### src/rtl/adc_scan_sequencer.sv
// adc_scan_sequencer
//   Scan scheduler in front of the SAR ADC controller. Powers the ADC only while
//   a scan runs, walks the analog mux over the latched channel mask, waits for
//   wake-up and mux settling, requests conversions, captures results and hands
//   them downstream over valid/ready. Between scans the ADC sleeps for a
//   programmable interval (0 = single-shot).
// Ports
//   clk, clr           clock (rising edge), async active-high reset
//   enable             scanning enabled
//   chan_mask          channels to convert, latched at scan start
//   interval           sleep cycles between scans, latched at scan start
//   adc_pwr_en         ADC/comparator power enable
//   mux_sel            analog mux channel select
//   adc_start          conversion request (level)
//   adc_done, adc_data conversion-complete strobe and result
//   res_valid/ready    downstream result handshake; res_chan/res_data payload
//   timeout_err        sticky, a conversion timed out during this scan run
//   busy               not idle
module adc_scan_sequencer #(
  parameter int NCH        = 4,
  parameter int DW         = 8,
  parameter int WAKE_CYC   = 4,
  parameter int SETTLE_CYC = 2,
  parameter int TIMEOUT    = 32,
  parameter int IW         = 16,
  localparam int CW        = (NCH > 1) ? $clog2(NCH) : 1
) (
  input  logic           clk,
  input  logic           clr,
  input  logic           enable,
  input  logic [NCH-1:0] chan_mask,
  input  logic [IW-1:0]  interval,
  output logic           adc_pwr_en,
  output logic [CW-1:0]  mux_sel,
  output logic           adc_start,
  input  logic           adc_done,
  input  logic [DW-1:0]  adc_data,
  output logic           res_valid,
  input  logic           res_ready,
  output logic [CW-1:0]  res_chan,
  output logic [DW-1:0]  res_data,
  output logic           timeout_err,
  output logic           busy
);
  // one shared counter times wake-up, settling, conversion timeout and sleep
  localparam int TW   = $clog2(TIMEOUT + 1);
  localparam int CNTW = (IW > TW) ? IW : TW;

  typedef enum logic [2:0] {
    IDLE, POWERUP, SETTLE, CONVERT, STORE, NEXT, SLEEP, DONE
  } state_t;

  state_t          state, state_d;
  logic [CNTW-1:0] cnt;
  logic [NCH-1:0]  mask_q;
  logic [IW-1:0]   ival_q;

  logic            latch, adv, cap, tmo, tmo_clr, has_above;
  logic [CW-1:0]   lowest, above;

  always_ff @(posedge clk or posedge clr) begin
    if (clr) state <= IDLE;
    else     state <= state_d;
  end

  always_comb begin
    state_d   = state;
    latch     = 1'b0;
    adv       = 1'b0;
    cap       = 1'b0;
    tmo       = 1'b0;
    tmo_clr   = 1'b0;
    lowest    = '0;
    above     = '0;
    has_above = 1'b0;

    // descending scans leave the lowest qualifying index as the final assignment
    for (int i = NCH - 1; i >= 0; i--) begin
      if (chan_mask[i]) lowest = CW'(i);
      if (mask_q[i] && (i > int'(mux_sel))) begin
        above     = CW'(i);
        has_above = 1'b1;
      end
    end

    unique case (state)
      IDLE:
        if (enable && (|chan_mask)) begin
          state_d = POWERUP;
          latch   = 1'b1;
          tmo_clr = 1'b1;
        end
      POWERUP:
        if (cnt == CNTW'(WAKE_CYC - 1)) state_d = SETTLE;
      SETTLE:
        if (cnt == CNTW'(SETTLE_CYC - 1)) state_d = CONVERT;
      CONVERT:
        if (adc_done) begin
          state_d = STORE;
          cap     = 1'b1;
        end else if (cnt == CNTW'(TIMEOUT - 1)) begin
          state_d = NEXT;
          tmo     = 1'b1;
        end
      STORE:
        if (res_ready) state_d = NEXT;
      NEXT:
        if (!enable)            state_d = IDLE;
        else if (has_above) begin
          state_d = SETTLE;
          adv     = 1'b1;
        end
        else if (ival_q == '0)  state_d = DONE;
        else                    state_d = SLEEP;
      SLEEP:
        if (!enable) state_d = IDLE;
        else if (cnt == CNTW'(ival_q - 1'b1)) begin
          // periodic rescan picks up whatever mask is present now
          if (|chan_mask) begin
            state_d = POWERUP;
            latch   = 1'b1;
          end else begin
            state_d = IDLE;
          end
        end
      DONE:
        if (!enable) state_d = IDLE;
      default: state_d = IDLE;
    endcase
  end

  // decoded from the state register so clr kills them without waiting for a clock
  always_comb begin
    adc_pwr_en = (state == POWERUP) || (state == SETTLE) || (state == CONVERT) ||
                 (state == STORE)   || (state == NEXT);
    adc_start  = (state == CONVERT);
    res_valid  = (state == STORE);
    busy       = (state != IDLE);
  end

  // mux_sel only moves on latch (IDLE/SLEEP) or advance (NEXT), never under adc_start
  always_ff @(posedge clk or posedge clr) begin
    if (clr) begin
      cnt         <= '0;
      mask_q      <= '0;
      ival_q      <= '0;
      mux_sel     <= '0;
      res_chan    <= '0;
      res_data    <= '0;
      timeout_err <= 1'b0;
    end else begin
      cnt <= (state_d != state) ? '0 : cnt + 1'b1;
      if (latch) begin
        mask_q  <= chan_mask;
        ival_q  <= interval;
        mux_sel <= lowest;
      end else if (adv) begin
        mux_sel <= above;
      end
      if (tmo_clr)  timeout_err <= 1'b0;
      else if (tmo) timeout_err <= 1'b1;
      if (cap) begin
        res_data <= adc_data;
        res_chan <= mux_sel;
      end
    end
  end

endmodule

### config.mk
export PLATFORM = sky130hd
export DESIGN_NAME = adc_scan_sequencer
export DESIGN_NICKNAME = d
export VERILOG_FILES = /design/src/rtl/adc_scan_sequencer.sv
export SDC_FILE = /design/constraint.sdc
export NUM_CORES = 1
export LEC_CHECK = 0
export CAP_MARGIN = 10
export CORE_MARGIN = 8
export CORE_UTILIZATION = 30
export CTS_BUF_LIST = sky130_fd_sc_hd__clkbuf_8
export CTS_CLUSTER_DIAMETER = 200
export DETAILED_ROUTE_END_ITERATION = 16
export HOLD_SLACK_MARGIN = 0.12
export PLACE_DENSITY_LB_ADDON = 0.12
export SYNTH_ARGS = -nofsm -noshare
export SYNTH_HDL_FRONTEND = slang
export SYNTH_SLANG_ARGS = --single-unit
### constraint.sdc
create_clock -name clk -period 7.8 [get_ports clk]
set_input_delay 1.17 -clock clk [delete_from_list [all_inputs] [get_ports clk]]
set_output_delay 1.17 -clock clk [all_outputs]
set_load 0.005 [all_outputs]
Word level (Yosys, flattened, before mapping):

Index checks and enable logic that the tools add are counted.

* reduce and logical (&&, ||, !) cells: 14
* equality and inequality tests: 12
* add/sub/neg operators: 2
* mux-type cells: 43
* magnitude comparators: 3

Operators by type and width (number)
* $mux 3: 11
* $pmux 3 s8: 1
* $mux 1: 20
* $mux 2: 9
* $add 16x1->16 const B: 1
* $eq 16x1->1 const B: 1
* $eq 16x16->1: 1
* $eq 16x2->1 const B: 1
* $eq 16x5->1 const B: 1
* $logic_not 16->1: 1
* $mux 16: 1
* $sub 16x1->16 const B: 1
* $eq 3x3->1 const B: 4
* $eq 3x2->1 const B: 2
* $gt 2x2->1 const A: 2
* $logic_and 1x1->1: 4
* $logic_or 1x1->1: 4
* $reduce_bool 2->1: 2
* $reduce_or 4->1: 1
* $eq 3x1->1 const B: 1
* $logic_not 3->1: 1
* $ne 3x3->1: 1
* $reduce_bool 3->1: 1
* $gt 1x2->1 const A: 1
* $pmux 1 s2: 1

* logic and storage cells: 82
* register bits: 52
* input bits: 33

Longest topological paths before layout:

Gate-level depths: netlist (run 1).

* word-level depth: 10
* mapped depth: 12
* depth with buffers taken out: 9

Worst setup path before layout (run 1):

No wires, ideal clock.

* path type: register to register
* start: reg ival_q[0]
* end: reg cnt[10]
* buffers on the path: 2
* stages on the path, launching flop included: 12
* arrival: 2953 ps
* slack: 4701 ps
* cell sequence: dfrtp_1 -> inv_1 -> ha_1 -> buf_2 -> nor4b_2 -> nand4b_1 -> xnor2_1 -> nor2_1 -> or4b_2 -> nor3_2 -> buf_2 -> nor4_2

* word-level cells in the longest chain between the ends: 7
* elaborated cells between the ends (all ways): 11

Ends and longest elaborated chain
* start, declared: RTL line 56 `logic [IW-1:0] ival_q;`
* start signal, assigned: RTL line 155 `ival_q <= interval;`
* $sub 16x1->16 or $logic_not 16->1 (tied branches): RTL line 117, 113
* $eq 16x16->1 or $mux 1 (tied branches): RTL line 117, 113
* $mux 3 (on tied branches): RTL line 117, 109
* $mux 3 (on tied branches): RTL line 116, 108
* $pmux 3 s8 *: RTL line 86 `unique case (state)`
* $ne 3x3->1 *: RTL line 152 `cnt <= (state_d != state) ? '0 : cnt + 1'b1;`
* $mux 16 *: RTL line 152
* end signal, assigned: RTL line 152
* end, declared: RTL line 54 `logic [CNTW-1:0] cnt;`

Mark *: on every way between the ends. The rest lies on a longest branch, timed or not.
A chain may end at the register's enable or synchronous reset.

Worst setup path in the final report (run 1):

* start: reg ival_q[0]
* end: reg cnt[15]

Same word-level chain as after synthesis.

==> flow_summary.ini, run 1 <==
[critical_path]
r2r-start = ival_q[0]$_DFFE_PP0P_
cp_top_family = simple AND/OR/NAND/NOR gates
crit_start = ival_q[0]$_DFFE_PP0P_
reg2reg_depth = 9
path_depth = 9
crit_path_end_kind = flip-flop
worst_r2r_endpoint = cnt[15]$_DFF_PP0_
crit_buf_inv = 1
cp.required_ps = 7930
cp_common_cell = nor4_1
critPathArrivalTime_ps = 3840
crit_type = flip-flop to flip-flop
crit_end = cnt[15]$_DFF_PP0_
cp_max_fo = 16
start_kind = flip-flop
path_cells = inv_1 -> ha_1 -> nor4b_2 -> nand4b_1 -> xnor2_1 -> nor4_1 -> nand4b_2 -> a2bb2oi_2 -> nor4_1
crit_path_max_incr_delay_ps = 880
rrSetupSlack_ps = 4090
worst_path_max_delay_cell = a2bb2oi_2

[power]
p_leak_uw = 0.00153
power.density_mw_per_mm2 = 305
peakVddDrop_uv = 116
power_uw = 1190

[place]
io_buffers = 49
hpwl_um = 5850
gp_congestion = 0.792

[global_route]
antenna_found_initial = 0
grt_overflow = 0
grt_pass1_wl_um = 13300
grtUsageTotal = 0.112
grt_max_degree = 52
grt_pass1_vias = 2607

[timing]
tns_ps = 0
tightest_slew_ps = 1070
period_needed_ps = 3710
timing.fmax_mhz = 270
final-hold-violation-count = 0
skew_ps = 15.4
setup_viol = 0
slew_headroom = 0.285
rsz0062_at_grt = no
fin_crit_sh = 0.475
drv_slew = 0

[synth]
synth-xor-area-share = 0.0981
synth_commonest_cells = dfrtp_1 (51), nor2_1 (21), nand2_1 (18), xnor2_1 (18), xor2_1 (18)
synth_async_sr_flop_share = 1.00
syn_inst = 318
synth_cell_type_count = 54
synth_compound_area_frac = 0.0973
avgSynthCellArea_sq_um = 10.1
synth_edf_count = 0
yosysTopAreaCellShare = 0.397
yosysMostFrequentCell = dfrtp_1
synth-seq-cells = 51
ys_dominant_reg_cell = dfrtp_1
yosysSeqAreaShare = 0.397
syn-cell-area_sq_mm = 0.00321
synth_top_family_by_area = simple AND/OR/NAND/NOR gates
synth_warnings = 0
synth_fa_ha_area_frac = 0.0117
synth.area.mux_share = 0.0981
ys_top_cells_by_area = dfrtp_1 (40%), mux2_1 (5.6%), xnor2_1 (4.9%), xor2_1 (4.9%), nor4_2 (4.3%)
synth-simple-area-share = 0.257
synth_fp_nets = 354
synth_largest_area_cell = dfrtp_1

[drt]
dr.pass1.iters = 4
wl_per_cell_um = 15.8
drt-total-wl_um = 7820
drtIter0Drc = 134
drt-vias-per-instance = 5.10
vias = 2531
drc = 0
ant_nets = 0

[clocking]
numCtsBuffers = 5
cts_buffer_depth = 2
clk_latency_ps = 310
cts_tree = yes
cts-resized-gates = 0
root_buffer = clkbuf_8
cts_hold_buf = 0
post_cts_buffers = 0
path_clk_slew_ps = 110
cts.htree.levels = 2
clock-sinks = 51

[die]
io_pins = 50
placementRows = 37
die-area_sq_mm = 0.0143
die_y_um = 120
start_util = 0.310
core_sq_mm = 0.0104
die_width_um = 120

[hold_path]
hold_class = flip-flop to flip-flop

[layout]
diodes = 0
layout.nets = 395
drive_above_1_share = 0.133
syn_to_final_growth_pct = 21.1
utilization = 0.375

[run]
cap_violations = 0

[run_status]
outcome = finished, final reports clean
-- how the worst min path moves through the flow --
stage               slack (ps)                      end                    start  cells after the start
finish                     500  timeout_err$_DFFE_PP0P_  timeout_err$_DFFE_PP0P_                      1
global placement           480  timeout_err$_DFFE_PP0P_  timeout_err$_DFFE_PP0P_                      1
global route               540  res_data[1]$_DFFE_PP0P_  res_data[1]$_DFFE_PP0P_                      1
detailed placement         490  timeout_err$_DFFE_PP0P_  timeout_err$_DFFE_PP0P_                      1
floorplan                  480    mask_q[1]$_DFFE_PP0P_    mask_q[1]$_DFFE_PP0P_                      1
CTS                        510  timeout_err$_DFFE_PP0P_  timeout_err$_DFFE_PP0P_                      1
-- sequential cells by signal (all words and copies together) (netlist names) --
name / cells
cnt: 16
ival_q: 16
mask_q: 3
mux_sel: 2
res_chan: 2
res_data: 8
state: 3
timeout_err: 1
-- per-stage QoR --
step                      cell area (sq um)  hold slack, ps  std cells  setup WS, ps
final                                  3890             502        496          4090
after global routing                   3890             541        496          3750
after CTS                              3890             513        496          4090
after detailed placement               3800             487        488          3920
after global placement                 3800             480        488          4010
after floorplan                        3210             480        318          4700
-- cell families after synthesis --
logic type      after synthesis
fa+ha+maj                     3
buf+inv                      29
xor+xnor                     36
mux                          28
flops                        51
simple gates                127
compound gates               44
-- where the power goes --
| part | switching (uW) | internal [uW] | leakage [uW] |
|---|---|---|---|
| clock network | 94.3 | 62.7 | 0.0000402 |
| logic | 260 | 277 | 0.000842 |
| registers | 141 | 355 | 0.000648 |
| total | 495 | 695 | 0.00153 |
-- final cells by class --
type	instances	area, sq um
Fill cell	1075	6480
Timing Repair Buffer	51	505
Multi-Input combinational cell	238	1810
Tap cell	136	170
Inverter	12	45.0
Clock buffer	5	68.8
Sequential cell	51	1280
Clock inverter	3	20.0
-- cell usage in the layout, fill, tap and decap left out, types with 8 or more instances in the layout --
cell	synthesis	final
a21oi_1	11	11
clkdlybuf4s50_1	0	49
dfrtp_1	51	51
inv_1	12	11
mux2_1	16	16
mux2_2	12	12
nand2_1	18	18
nand3_1	11	11
nand4_1	8	8
nor2_1	21	20
nor3_1	9	9
nor4_1	11	11
nor4_2	11	11
o21ai_0	8	8
xnor2_1	18	18
xor2_1	18	18
-- worst reg2reg max path: cells and delay by family (launching register included) --
family,cells,cell delay (ps)
simple gates,5,1610
compound gates,1,890
flops,1,460
fa+ha+maj,1,300
xor+xnor,1,200
buf+inv,1,90
-- layer usage --
| metal | part of all wire | global-route usage |
|---|---|---|
| met5 | 0 | 0 |
| met1 | 0.49 | 0.152 |
| met4 | 0.011 | 0.0320 |
| met3 | 0.029 | 0.0211 |
| met2 | 0.47 | 0.177 |
(Power assumes the default switching activity.)
==> run 2: changes to the inputs <==
Clock period 7.8 ns to 3.3 ns, I/O delays scaled along.
==> run 2 against run 1 <==
- core utilization is 1.7 points higher
- sequential cell count did not move
- first-iteration DRC count is 1.5% lower
- non-clock buffer count rose by 21
- wire length is 6.2% higher
- worst hold slack got worse by 110 ps
- register-to-register slack lost 3800 ps
- final cell count increased by 4.2%
- critical path depth unchanged
- critical path type unchanged
- critical endpoint is now ival_q[3]$_DFFE_PP0P_
==> flow_summary.ini, run 2 (synthesized netlist as in run 1, its figures left out) <==
[timing]
skew_ps = 9.06
rsz0062_at_grt = no
fin_hold_ws_ps = 393
timing.fmax_mhz = 334
tightest_slew_ps = 637
setup_viol = 0
slew_headroom = 0.574
fin_crit_sh = 0.907
final-hold-violation-count = 0
tns_ps = 0
period_needed_ps = 2990
drv_slew = 0

[place]
hpwl_um = 6260
gp_congestion = 0.802
io_buffers = 49

[global_route]
grt_max_degree = 25
grt_overflow = 0
busiest_layer = met2
grtUsageMet3 = 0.0206
met2_usage = 0.200
grt_pass1_vias = 2770
grt_pass1_wl_um = 14200
antenna_found_initial = 0
grtUsageMet1 = 0.157
grtUsageTotal = 0.121

[layout]
reg_top3 = cnt x16, ival_q x16, res_data x8
drive_above_1_share = 0.176
fillers = 1070
layout_common_cells = dfrtp_1 (51), clkdlybuf4s50_1 (49), buf_4 (23)
utilization = 0.392
layout.nets = 416
diodes = 0
syn_to_final_growth_pct = 26.5
layout_commonest_cell = dfrtp_1

[critical_path]
rrSetupSlack_ps = 310
cp.required_ps = 3490
crit_type = flip-flop to flip-flop
critPathArrivalTime_ps = 3190
worst_r2r_endpoint = ival_q[3]$_DFFE_PP0P_
crit_path_end_kind = flip-flop
reg2reg_depth = 9
start_kind = flip-flop
cp_max_fo = 21
r2r-start = ival_q[7]$_DFFE_PP0P_

[drt]
wl_per_cell_um = 16.1
drtIter0Drc = 132
vias = 2581
dr.pass1.iters = 4
drc = 0
drt-total-wl_um = 8310
ant_nets = 0
drt-vias-per-instance = 4.99

[clocking]
clock-sinks = 51
cts_hold_buf = 0
cts_buffer_depth = 2
cts.htree.levels = 2
root_buffer = clkbuf_8
numCtsBuffers = 5
path_clk_slew_ps = 100
cts_tree = yes
post_cts_buffers = 0
clk_latency_ps = 300

[die]
die_width_um = 120
start_util = 0.310
io_pins = 50
die-area_sq_mm = 0.0143
core_sq_mm = 0.0104
placementRows = 37
die_y_um = 120

[power]
pwr-share-comb = 0.490
power_switching_uw = 1200
power_frac_seq = 0.386
switching_share = 0.412
peakVddDrop_uv = 250
p_leak_uw = 0.00165
p_clk_frac = 0.123
power.density_mw_per_mm2 = 719
power_uw = 2920
internal-power_uw = 1720

[run_status]
outcome = finished, final reports clean

[run]
cap_violations = 0

[hold_path]
hold_class = primary input to async pin
run 2: area by class of cell:
type                       instances  area (sq um)  area share
multi-input combinational        238          1830       0.449
sequential                        51          1280       0.314
timing repair buffer              72           663       0.163
tap                              136           170      0.0419
clock buffer                       5          68.8      0.0169
inverter                          12          45.0      0.0111
clock inverter                     3          16.3     0.00400
run 2: metrics by stage:
stage / cells / area, sq um / worst slack, ps
floorplan: 318 / 3210 / 201
global placement: 509 / 3960 / 105
detailed placement: 509 / 3960 / 19.4
CTS: 517 / 4060 / 135
global route: 517 / 4070 / 35.2
finish: 517 / 4070 / 307
run 2: repair_timing:
action,in CTS,in global routing
endpoints found under the setup margin,8,23
gates cloned,0,0
resized for setup,1,1
run 2: per-layer routing:
| metal | wire length, um | vias to the layer above |
|---|---|---|
| li1 | - | 1292 |
| met1 | 3980 | 1237 |
| met2 | 3890 | 43 |
| met3 | 319 | 9 |
| met4 | 120 | 0 |
| met5 | 0 | - |
run 2: worst max path at each step:
stage | startpoint | end | slack [ps] | cells after the start
3_3_place_gp | ival_q[1]$_DFFE_PP0P_ | cnt[5]$_DFF_PP0_ | 110 | 9
2_1_floorplan | ival_q[0]$_DFFE_PP0P_ | cnt[10]$_DFF_PP0_ | 200 | 11
3_5_place_dp | ival_q[1]$_DFFE_PP0P_ | cnt[5]$_DFF_PP0_ | 20 | 9
5_1_grt | ival_q[1]$_DFFE_PP0P_ | mux_sel[1]$_DFFE_PP0P_ | 40 | 11
4_1_cts | ival_q[1]$_DFFE_PP0P_ | ival_q[3]$_DFFE_PP0P_ | 130 | 11
6_report | ival_q[7]$_DFFE_PP0P_ | ival_q[3]$_DFFE_PP0P_ | 310 | 9
run 2: worst max-delay path, stage by stage (launching register included):
cell       delay [ps]
dfrtp_1           470
or4_1             590
nor4_1            220
o2111ai_1         170
a32oi_1           320
nand4b_2          200
buf_4             190
and2_1            160
buf_4             220
mux2_1            340
run 2: power by group through the flow:
stage / Combinational [uW] / Clock, uW / Sequential [uW]
floorplan: 995 / 0 / 1040
CTS: 1450 / 385 / 1130
detailed placement: 1410 / 0 / 1140
global route: 1590 / 402 / 1170
global placement: 1390 / 0 / 1140
finish: 1430 / 361 / 1130
==> RTL edit: new RTL, settings of run 1 <==
Change the parameter `NCH` from 4 to 8.
--- a/src/rtl/adc_scan_sequencer.sv
+++ b/src/rtl/adc_scan_sequencer.sv
@@ -17,7 +17,7 @@
 //   timeout_err        sticky, a conversion timed out during this scan run
 //   busy               not idle
 module adc_scan_sequencer #(
-  parameter int NCH        = 4,
+  parameter int NCH        = 8,
   parameter int DW         = 8,
   parameter int WAKE_CYC   = 4,
   parameter int SETTLE_CYC = 2,
Interface: changed (resized chan_mask, mux_sel and res_chan); port bits go from 50 to 56. The function was not compared with the original's and may differ.
==> RTL edit against run 1 <==
Setup slack got worse by 0.10 ns. Clock skew fell by 0.0034 ns. Area after synthesis rose by 8.5%. Largest power group unchanged. Routed wire length rose by 12%. Largest cell class unchanged. Cell area rose by 11%. Highest routed layer unchanged. Total power rose by 22%. Sequential cell count rose by 6. Synthesized cell count rose by 9.1%.
==> RTL edit: results (changes against run 1) <==
| Metric | Value |
|---|---|
| R2r setup slk | 3.99 ns (was 4.09 ns) |
| Post-synthesis net count | 387 (was 354) |
| Hold EP | mask_q[1] (was timeout_err) |
| WP data arrival | 4.03 ns (was 3.84 ns) |
| Largest net degree at the start of global routing | 58 (was 52) |
| DP HPWL | 6.44 mm (was 5.85 mm) |
| Synth cell count leaders | dfrtp_1 (57), nor3_1 (28), mux2_1 (25) (was dfrtp_1 (51), nor2_1 (21), nand2_1 (18), xnor2_1 (18), xor2_1 (18)) |
| Synth top area cells | dfrtp_1 (41%), mux2_1 (8.1%), nor3_1 (4.0%), xnor2_1 (4.0%), xor2_1 (4.0%) (was dfrtp_1 (40%), mux2_1 (5.6%), xnor2_1 (4.9%), xor2_1 (4.9%), nor4_2 (4.3%)) |
| Sequential area share after synthesis | 0.409 (was 0.397) |
| Pre-CTS WS | 3.91 ns (was 3.92 ns) |
| Wire length per cell | 16.1 um (was 15.8 um) |
| Hold Startpoint | mask_q[1] (was timeout_err) |
| Number of global-route vias before repair | 2838 (was 2607) |
| H-tree depth | 3 (was 2) |
| Syn Area/Cell | 10.0 um2 (was 10.1 um2) |
| First-pass GRT wire length | 14.6 mm (was 13.3 mm) |
| Count of unique library cells instantiated by Yosys | 64 (was 54) |
| CP Max Fanout | 21 (was 16) |
| VDD IR-drop max | 0.000141 V (was 0.000116 V) |
| DRT iter0 DRCs | 159 (was 134) |
| Status | completed (unchanged) |
| GRT Util Overall | 0.122 (was 0.112) |
| Clk slew on worst S/H paths | 0.07 ns (was 0.11 ns) |
| Critical R2R Capture | ival_q[8] (was cnt[15]) |
| Gp weighted congestion | 0.781 (was 0.792) |
| Buffers on Ports | 55 (was 49) |
| Placed cell areas | 4150 um2 (was 3800 um2) |
| Util after Layout | 0.381 (was 0.375) |
| Total Wirelength | 8.78 mm (was 7.82 mm) |
| Skew-Pair Late Insertion Delay | 0.35 ns (was 0.31 ns) |
| Fraction of layout instances using a drive strength above 1 | 0.104 (was 0.133) |
| Via density | 5.08 (was 5.10) |
| Nets | 439 (was 395) |
| Worst-margin pin slew | 1.16 ns (was 1.07 ns) |
| CTS Buf Count | 9 (was 5) |
| Standby leakage power | 1.72 nW (was 1.53 nW) |
| Final hold slack | 0.488 ns (was 0.502 ns) |
| Clk_skew | 0.0120 ns (was 0.0154 ns) |
| FF-to-FF path depth | 8 (was 9) |
| Post-Place Cells | 531 (was 488) |
## RTL edit: how the worst max path moves through the flow
stage,startpoint,endpoint,slack (ns),cells after the start
finish,ival_q[0],ival_q[8],3.99,8
detailed placement,enable,cnt[6],3.91,7
CTS,ival_q[0],ival_q[8],3.91,8
floorplan,ival_q[0],ival_q[0],4.95,10
global placement,enable,ival_q[11],3.90,6
global route,ival_q[0],ival_q[6],3.72,8
## RTL edit: routing by layer
metal | track usage | vias up | part of all wire
met4 | 0.0421 | 0 | 0.016
met2 | 0.200 | 61 | 0.48
li1 | - | 1370 | -
met3 | 0.0490 | 12 | 0.065
met5 | 0 | - | 0
met1 | 0.142 | 1323 | 0.44
## RTL edit: cell families after synthesis
| kind of cell | count (synthesis) | share of synthesized area |
|---|---|---|
| flip-flops | 57 | 0.409 |
| multiplexers | 37 | 0.119 |
| buffers and inverters | 24 | 0.0319 |
| adder cells (fa/ha/maj) | 3 | 0.0108 |
| XOR/XNOR | 33 | 0.0850 |
| AND/OR/NAND/NOR | 145 | 0.244 |
| AO/OA/AOI/OAI | 48 | 0.100 |
## RTL edit: final cells by class
cell class,instances,share of cell area
Clock buffer,10,0.0318
Clock inverter,4,0.0104
Inverter,9,0.00780
Multi-Input combinational cell,266,0.450
Sequential cell,57,0.329
Tap cell,143,0.0413
Timing Repair Buffer,56,0.129
## RTL edit: where the power goes
group / switching (W) / internal (W)
Clock: 0.000123 / 0.000151
Sequential: 0.000147 / 0.000404
Combinational: 0.000290 / 0.000337
## RTL edit: critical path, cell delays in order (launching register included)
cell and delay, ns:
dfrtp_1 0.44, inv_1 0.08, ha_1 0.26, or4b_4 0.52, nor4_1 0.63, xnor2_1 0.24
nand4_4 0.20, o31ai_4 0.90, mux2_1 0.39
